==> src/rtl/sprite_mem_arbiter.sv <==
// rtl/sprite_mem_arbiter.sv - sprite memory arbiter: video priority, round-robin aux with burst lock
// Optional macro SPRITE_ARB_BLANK_ONLY_EN restricts aux grants to blanking (video_enable=0).
module sprite_mem_arbiter #(
  parameter int NUM_AUX = 2,
  parameter int ELEM_W  = 3,
  parameter int ADDR_W  = 10,
  parameter int DATA_W  = 12,
  parameter int MEM_LAT = 1
) (
  input  logic                      clk,
  input  logic                      reset,
  input  logic                      video_enable,
  input  logic                      vid_req,
  input  logic [ELEM_W-1:0]         vid_element,
  input  logic [ADDR_W-1:0]         vid_address,
  output logic                      vid_valid,
  output logic [DATA_W-1:0]         vid_data,
  input  logic [NUM_AUX-1:0]        aux_req,
  input  logic [NUM_AUX-1:0]        aux_lock,
  input  logic [NUM_AUX*ELEM_W-1:0] aux_element,
  input  logic [NUM_AUX*ADDR_W-1:0] aux_address,
  output logic [NUM_AUX-1:0]        aux_gnt,
  output logic [NUM_AUX-1:0]        aux_valid,
  output logic [DATA_W-1:0]         aux_data,
  output logic                      mem_read_enable,
  output logic [ELEM_W-1:0]         mem_element,
  output logic [ADDR_W-1:0]         mem_address,
  input  logic [DATA_W-1:0]         mem_dataout
);

  localparam int PTR_W = (NUM_AUX > 1) ? $clog2(NUM_AUX) : 1;

  typedef enum logic {IDLE, BURST} state_t;

  state_t           state, state_next;
  logic [PTR_W-1:0] rr_ptr, rr_ptr_next;
  logic [PTR_W-1:0] owner, owner_next;
  logic [PTR_W-1:0] sel, cand;
  logic             found;
  logic             aux_ok;
  logic             aux_accept;
  logic             vid_accept;
  int               idx;

  // Return-path tags travel with each read so data is steered to its issuer.
  logic             tag_vid [0:MEM_LAT];
  logic             tag_aux [0:MEM_LAT];
  logic [PTR_W-1:0] tag_idx [0:MEM_LAT];

  assign vid_accept = vid_req && !reset;

`ifdef SPRITE_ARB_BLANK_ONLY_EN
  assign aux_ok = !reset && !vid_req && !video_enable;
`else
  logic unused_video_enable;
  assign unused_video_enable = video_enable;
  assign aux_ok = !reset && !vid_req;
`endif

  always_comb begin
    state_next  = state;
    rr_ptr_next = rr_ptr;
    owner_next  = owner;
    aux_gnt     = '0;
    aux_accept  = 1'b0;
    sel         = owner;
    cand        = '0;
    found       = 1'b0;
    idx         = 0;
    if (state == IDLE) begin
      for (int i = 0; i < NUM_AUX; i++) begin
        idx = int'(rr_ptr) + i;
        if (idx >= NUM_AUX) idx = idx - NUM_AUX;
        cand = PTR_W'(idx);
        if (!found && aux_req[cand]) begin
          found = 1'b1;
          sel   = cand;
        end
      end
      if (aux_ok && found) begin
        aux_accept  = 1'b1;
        rr_ptr_next = (int'(sel) == NUM_AUX - 1) ? '0 : sel + 1'b1;
        if (aux_lock[sel]) begin
          state_next = BURST;
          owner_next = sel;
        end
      end
    end else begin
      // Burst is frozen on cycles where aux may not be served (video or active area).
      if (aux_ok) begin
        if (aux_req[owner]) begin
          aux_accept = 1'b1;
          if (!aux_lock[owner]) state_next = IDLE;
        end else begin
          state_next = IDLE;
        end
      end
    end
    if (aux_accept) aux_gnt[sel] = 1'b1;
  end

  always_ff @(posedge clk) begin
    if (reset) begin
      state           <= IDLE;
      rr_ptr          <= '0;
      owner           <= '0;
      mem_read_enable <= 1'b0;
      mem_element     <= '0;
      mem_address     <= '0;
      for (int s = 0; s <= MEM_LAT; s++) begin
        tag_vid[s] <= 1'b0;
        tag_aux[s] <= 1'b0;
        tag_idx[s] <= '0;
      end
    end else begin
      state  <= state_next;
      rr_ptr <= rr_ptr_next;
      owner  <= owner_next;
      if (vid_accept) begin
        mem_read_enable <= 1'b1;
        mem_element     <= vid_element;
        mem_address     <= vid_address;
      end else if (aux_accept) begin
        mem_read_enable <= 1'b1;
        mem_element     <= aux_element[int'(sel)*ELEM_W +: ELEM_W];
        mem_address     <= aux_address[int'(sel)*ADDR_W +: ADDR_W];
      end else begin
        mem_read_enable <= 1'b0;
      end
      tag_vid[0] <= vid_accept;
      tag_aux[0] <= aux_accept;
      tag_idx[0] <= sel;
      for (int s = 1; s <= MEM_LAT; s++) begin
        tag_vid[s] <= tag_vid[s-1];
        tag_aux[s] <= tag_aux[s-1];
        tag_idx[s] <= tag_idx[s-1];
      end
    end
  end

  assign vid_valid = tag_vid[MEM_LAT] && !reset;
  assign vid_data  = vid_valid ? mem_dataout : '0;

  always_comb begin
    aux_valid = '0;
    if (tag_aux[MEM_LAT] && !reset) aux_valid[tag_idx[MEM_LAT]] = 1'b1;
  end

  assign aux_data = (|aux_valid) ? mem_dataout : '0;

endmodule

==> config.mk <==
export PLATFORM = sky130hd
export DESIGN_NAME = sprite_mem_arbiter
export DESIGN_NICKNAME = d
export VERILOG_FILES = /design/src/rtl/sprite_mem_arbiter.sv
export SDC_FILE = /design/constraint.sdc
export NUM_CORES = 1
export LEC_CHECK = 0
export ABC_AREA = 1
export CORE_AREA = 4 4 72 67
export CTS_CLUSTER_DIAMETER = 120
export DETAILED_ROUTE_END_ITERATION = 8
export DIE_AREA = 0 0 76 71
export PLACE_DENSITY = 0.9
export SLEW_MARGIN = 20
export SYNTH_ARGS = -nofsm -noshare
export SYNTH_HDL_FRONTEND = slang
export SYNTH_SLANG_ARGS = --single-unit
==> constraint.sdc <==
create_clock -name clk -period 2.2 [get_ports clk]
set_input_delay 0.44 -clock clk [delete_from_list [all_inputs] [get_ports clk]]
set_output_delay 0.44 -clock clk [all_outputs]
set_load 0.01 [all_outputs]
# Word-level counts from Yosys, hierarchy flattened
# Memories as Yosys holds them, arrays and structs flattened.
# Index checks and enable logic that the tools add are counted.
# Widths: inputs -> output; s select.
# word_totals
romBits,0
ff_bits,17
mem_bits_rw,6
output_inout_bits,43
input_bits,59
latchBits,0
mem_count,3
# classes
muxes,56
addsub,4
eq_ne,0
shift,2
mul,2
n_lt_le_gt_ge,10
reduce_logical,15
bitwise_logic,7
n_div,0
# memory_table
memory,depth,word_bits,read_ports,rd_clocked_by_memory_dff,wr,line_no,source
tag_aux,2,1,2,0,2,47,logic tag_aux [0:MEM_LAT];
tag_idx,2,1,2,0,2,48,logic [PTR_W-1:0] tag_idx [0:MEM_LAT];
tag_vid,2,1,2,0,2,46,logic tag_vid [0:MEM_LAT];
# ops
op,n
$mux 1,46
$mux 12,2
$mux 10,2
$shiftx 20x6->10,1
$lt 1x2->1 const B,6
$logic_and 1x1->1,8
$mux 3,2
$or 1x1->1,6
$shiftx 6x4->3,1
$mul 1x3->4 const B,1
$mux 2,2
$logic_not 1->1,3
$mul 1x2->3 const B,1
$reduce_and 3->1,1
$add 1x1->2 const B,1
$demux 1 s1,2
$ge 1x1->1 const B,2
$ge 1x2->1 const B,1
$ge 2x2->1 const B,1
$reduce_and 2->1,1
$reduce_bool 2->1,1
$reduce_or 2->1,1
$sub 1x1->1 const B,2
$add 1x1->1 const B,1
$not 1->1,1

# Longest topological paths before layout
# depth
word_depth,17
depth_mapped,11

# Worst setup path before layout
# OpenSTA, ideal clock, no wires.
# synth_path
path_kind,in2out
startpoint,input reset
endpoint,output aux_gnt[0]
required_ns,1.760
arrival_ns,1.274
stages,7
n_path_buf,2
path_slack_ns,0.486
path_cell_list,buf_6 -> nor2_4 -> nand3_4 -> nand2_4 -> buf_12 -> inv_1 -> nor2_1
# synth_between
elab_chain_cells,6
word_cells_on_any_way,7
cone_classes,4 x mux; 3 x reduce/logical
# synth_lines
element,line_no,source
from (decl),11,"input logic reset,"
$logic_not 1->1 (*),57,assign aux_ok = !reset && !vid_req;
$logic_and 1x1->1 (*),57,
$logic_and 1x1->1,80,if (aux_ok && found) begin
$mux 1,80,
$mux 1 (*),70,if (state == IDLE) begin
$mux 2 (*),99,if (aux_accept) aux_gnt[sel] = 1'b1;
to (decl),22,"output logic [NUM_AUX-1:0] aux_gnt,"
# Mark *: on every way between the ends. The rest lies on a longest branch, timed or not.

# Worst setup path after layout
# layout_path
startpoint,input aux_req[1]
endpoint,output aux_gnt[0]
# layout_between
elab_chain_cells,14
word_cells_on_any_way,27
cone_classes,2 x order compare; 21 x mux; 4 x reduce/logical
# layout_lines
element,line_no,source
from (decl),18,"input logic [NUM_AUX-1:0] aux_req,"
$mux 1 (implied by the code) (2 in series),75,if (!found && aux_req[cand]) begin
$mux 1,75,
$mux 1,70,
$logic_not 1->1,75,
$logic_and 1x1->1,75,
$mux 1,75,
$mux 1 (2 in series),70,
$lt 1x2->1 (implied by the code) / $ge 1x1->1 (equally long branches),99,
$logic_and 1x1->1 (implied by the code),99,
$mux 1 (implied by the code),99,
$demux 1 s1,99,
$mux 2 (*),99,
# Mark *: on every way between the ends. The rest lies on a longest branch, timed or not. The select of a mux whose other input is x is not followed.

==> flow_metrics.env <==
export IMPL_status="finished, final reports clean"
export IMPL_hold_violations=0
export IMPL_io_pins=102
export IMPL_critPathSlowestCell="clkdlybuf4s50_1"
export IMPL_fillers=352
export IMPL_num_vias=1900
export IMPL_synth_area_leader_cell="dfxtp_1"
export IMPL_use_met2=0.2975
export IMPL_min_period_over_period=0.9478
export IMPL_p_clk_frac=0.241
export IMPL_rsz0062_at_grt="no"
export IMPL_hold_path_class="register to register"
export IMPL_dr_pass1_iters=4
export IMPL_num_antenna_cells=0
export IMPL_crit_arrival_ns=1.65
export IMPL_required_ns=1.76
export IMPL_p_int_w=0.0007843
export IMPL_synth_area_um2=1506
export IMPL_drc=0
export IMPL_synth_edf_count=0
export IMPL_syn_to_final_growth_pct=79.82
export IMPL_end_kind="output port"
export IMPL_ys_dominant_reg_cell="dfxtp_1"
export IMPL_finalCriticalPeriod_ns=2.085
export IMPL_finalPower_w=0.001094
export IMPL_cts_buffers=3
export IMPL_placed_area_um2=2649
export IMPL_finalClockSkew_ns=0.002538
export IMPL_synthDistinctLibCells=22
export IMPL_cts_max_path_buffers=2
export IMPL_cts_tree="yes"
export IMPL_cts_root_buf="clkbuf_8"
export IMPL_tightest_slew_ns=0.3197
export IMPL_syn_inst=250
export IMPL_grt_ovfl_total=0
export IMPL_die_h_um=71
export IMPL_die_area_um2=5396
export IMPL_register_area_um2=460.4
export IMPL_p_sw_w=0.0003102
export IMPL_rrSetupSlack_ns=0.80
export IMPL_grt_antenna_before_repair=0
export IMPL_final_area_um2=2709
export IMPL_final_max_slew_violation_count=0
export IMPL_routed_via_density=4.612
export IMPL_swShare=0.2834
export IMPL_insertion_delay_ns=0.26
export IMPL_globalRouteMet3Util=0.05598
export IMPL_hold_start="tag_aux[0][0]$_SDFF_PP0_"
export IMPL_top_usage_layer="met2"
export IMPL_async_reset_ff_frac=0
export IMPL_rows=22
export IMPL_clkTransAtPathRegs_ns=0.08
export IMPL_grt_util_all_layers=0.1630
export IMPL_reg2reg_depth=11
export IMPL_reg2reg_to="mem_address[8]$_SDFFE_PP0P_"
export IMPL_critPathLaunchType="input pin"
export IMPL_synth_area_leaders="dfxtp_1 (31%), nand2_1 (16%), nor2_1 (14%)"
export IMPL_grt_max_degree=17
export IMPL_crit_chain="clkdlybuf4s50_1 -> inv_1 -> nand2_1 -> nand3_4 -> nand2_1 -> buf_4 -> nor2_1 -> clkbuf_2"
export IMPL_power_frac_comb=0.337
export IMPL_whs_ns=0.4055
export IMPL_cap_viol_max_count=0
export IMPL_synth_top_area_share=0.3056
export IMPL_multi_input_area_um2=794.5
export IMPL_core_um2=4046
export IMPL_port_buffers=100
export IMPL_seqPwrFrac=0.422
export IMPL_htreeDepth=1
export IMPL_grtUsageMet1=0.1823
export IMPL_wl_per_cell_um=11.43
export IMPL_syn_avg_cell_area_um2=6.026
export IMPL_drt_total_wl_mm=4.709
export IMPL_slowest_delay_ns=0.45
export IMPL_synth_seq_cells=23
export IMPL_syn_num_nets=309
export IMPL_finalSetupViolations=0
export IMPL_initial_utilization=0.3723
export IMPL_hpwlAfterDp_mm=3.868
export IMPL_max_freq_mhz=479.6
export IMPL_cpMostUsedCell="nand2_1"
export IMPL_grt_pass1_vias=1658
export IMPL_worstHoldEndpoint="tag_aux[0][1]$_SDFF_PP0_"
export IMPL_power_density_nw_per_um2=404.0
export IMPL_yosysWarnings=0
export IMPL_grt_pass1_wl_mm=7.376
export IMPL_leakagePower_nw=1.532
export IMPL_hold_path_depth=2
export IMPL_final_layout_size_suffix_gt1_frac=0.1181
export IMPL_die_w_um=76
export IMPL_gp_congestion=0.8041
export IMPL_drtAntennaViolNets=0
export IMPL_max_vdd_ir_drop_mv=0.2648
export IMPL_slew_headroom=0.7866
export IMPL_drt_initial_drc_count=61
export IMPL_clock_sinks=23
export IMPL_nNetsFinal=424
export IMPL_path_class="input pin to output port"
export IMPL_seq_area_frac_synth=0.3056
export IMPL_critPathMaxFanout=3
export IMPL_r2r_start="owner$_SDFFE_PP0P_"
-- worst max path at each step --
| stage | start | end | slack (ns) | cells past startpoint |
|---|---|---|---|---|
| after floorplan | reset | aux_gnt[0] | 0.49 | 7 |
| after global placement | reset | aux_gnt[0] | -0.29 | 9 |
| after detailed placement | reset | aux_gnt[0] | -0.31 | 9 |
| after CTS | aux_req[1] | aux_gnt[0] | 0.0002 | 8 |
| after global routing | aux_req[1] | aux_gnt[1] | 0.004 | 8 |
| final | aux_req[1] | aux_gnt[0] | 0.11 | 8 |
-- state kept, by name, summed over array words and instances (netlist names) --
| name | flops |
|---|---|
| mem_address | 10 |
| mem_element | 3 |
| tag_aux | 2 |
| tag_idx | 2 |
| tag_vid | 2 |
| mem_read_enable | 1 |
| owner | 1 |
| rr_ptr | 1 |
| state | 1 |
-- cells by family after synthesis --
logic type | after synthesis | share of synthesized area
DFF | 23 | 0.3056
and+or+nand+nor | 156 | 0.4668
buffers and inverters | 55 | 0.1669
AOI/OAI and AO/OA | 16 | 0.06063
-- cell usage after synthesis (3+ instances only) --
library cell,count
a21oi_1,10
nor2_2,3
dfxtp_1,23
clkbuf_1,3
nand4_1,9
o211ai_1,4
nand2_4,3
nand2_2,4
nand2_1,66
nand3_1,10
inv_1,43
nor2_1,57
-- power by group through the flow --
stage / Combinational [W] / Clock (W) / Sequential [W]
after detailed placement: 0.000375 / 0 / 0.000472
after floorplan: 0.000152 / 0 / 0.000482
after global placement: 0.000368 / 0 / 0.000470
after CTS: 0.000375 / 0.000270 / 0.000462
final: 0.000369 / 0.000264 / 0.000462
after global routing: 0.000406 / 0.000282 / 0.000465
-- worst max-delay path, delay by kind of cell --
kind          cells  cell delay (ns)
buf+inv           4             0.84
simple gates      4             0.37
-- area by class of cell --
cell class | count | share of cell area
inverter | 46 | 0.06559
tap | 48 | 0.02217
clock buffer | 3 | 0.01524
clock inverter | 1 | 0.001848
timing repair buffer | 119 | 0.4319
multi-input combinational | 172 | 0.2933
sequential | 23 | 0.1700
-- placed cells by master (no fill, tap or decap) --
cell / instances
nand3_4: 2
nand2_1: 66
o211ai_1: 4
dfxtp_1: 23
buf_4: 18
o21ai_0: 1
inv_1: 43
nor2_1: 57
clkinv_2: 1
buf_12: 1
nand3_1: 10
a21oi_1: 10
nand2_2: 4
clkbuf_8: 3
dlygate4sd2_1: 1
nor2_2: 3
clkinv_4: 1
nor2_4: 2
clkbuf_2: 3
nand2_4: 3
nand4_1: 9
clkdlybuf4s50_1: 84
inv_2: 2
dlymetal6s2s_1: 12
a31oi_1: 1
-- per-stage QoR --
step	cells	utilization	worst slack (ns)	setup TNS, ns
after detailed placement	408	0.6546	-0.3081	-6.623
after global placement	408	0.6546	-0.2854	-6.302
after floorplan	250	-	0.4858	0
after global routing	412	0.6695	0.003630	0
after CTS	412	0.6654	0.0002127	0
final	412	0.6695	0.1149	0
-- metal layers --
metal | wire, um | vias up
met5 | 0 | -
met4 | 36 | 0
met3 | 500 | 5
met2 | 2231 | 88
met1 | 1941 | 826
li1 | - | 981
-- repair_timing --
item / 4_1_cts / 5_1_grt
pin swaps: 0 / 0
endpoints found under the setup margin: 29 / 24
resized for setup: 6 / 16
hold buffers: 0 / 0
buffers inserted: 0 / 0
(Power assumes the default switching activity.)
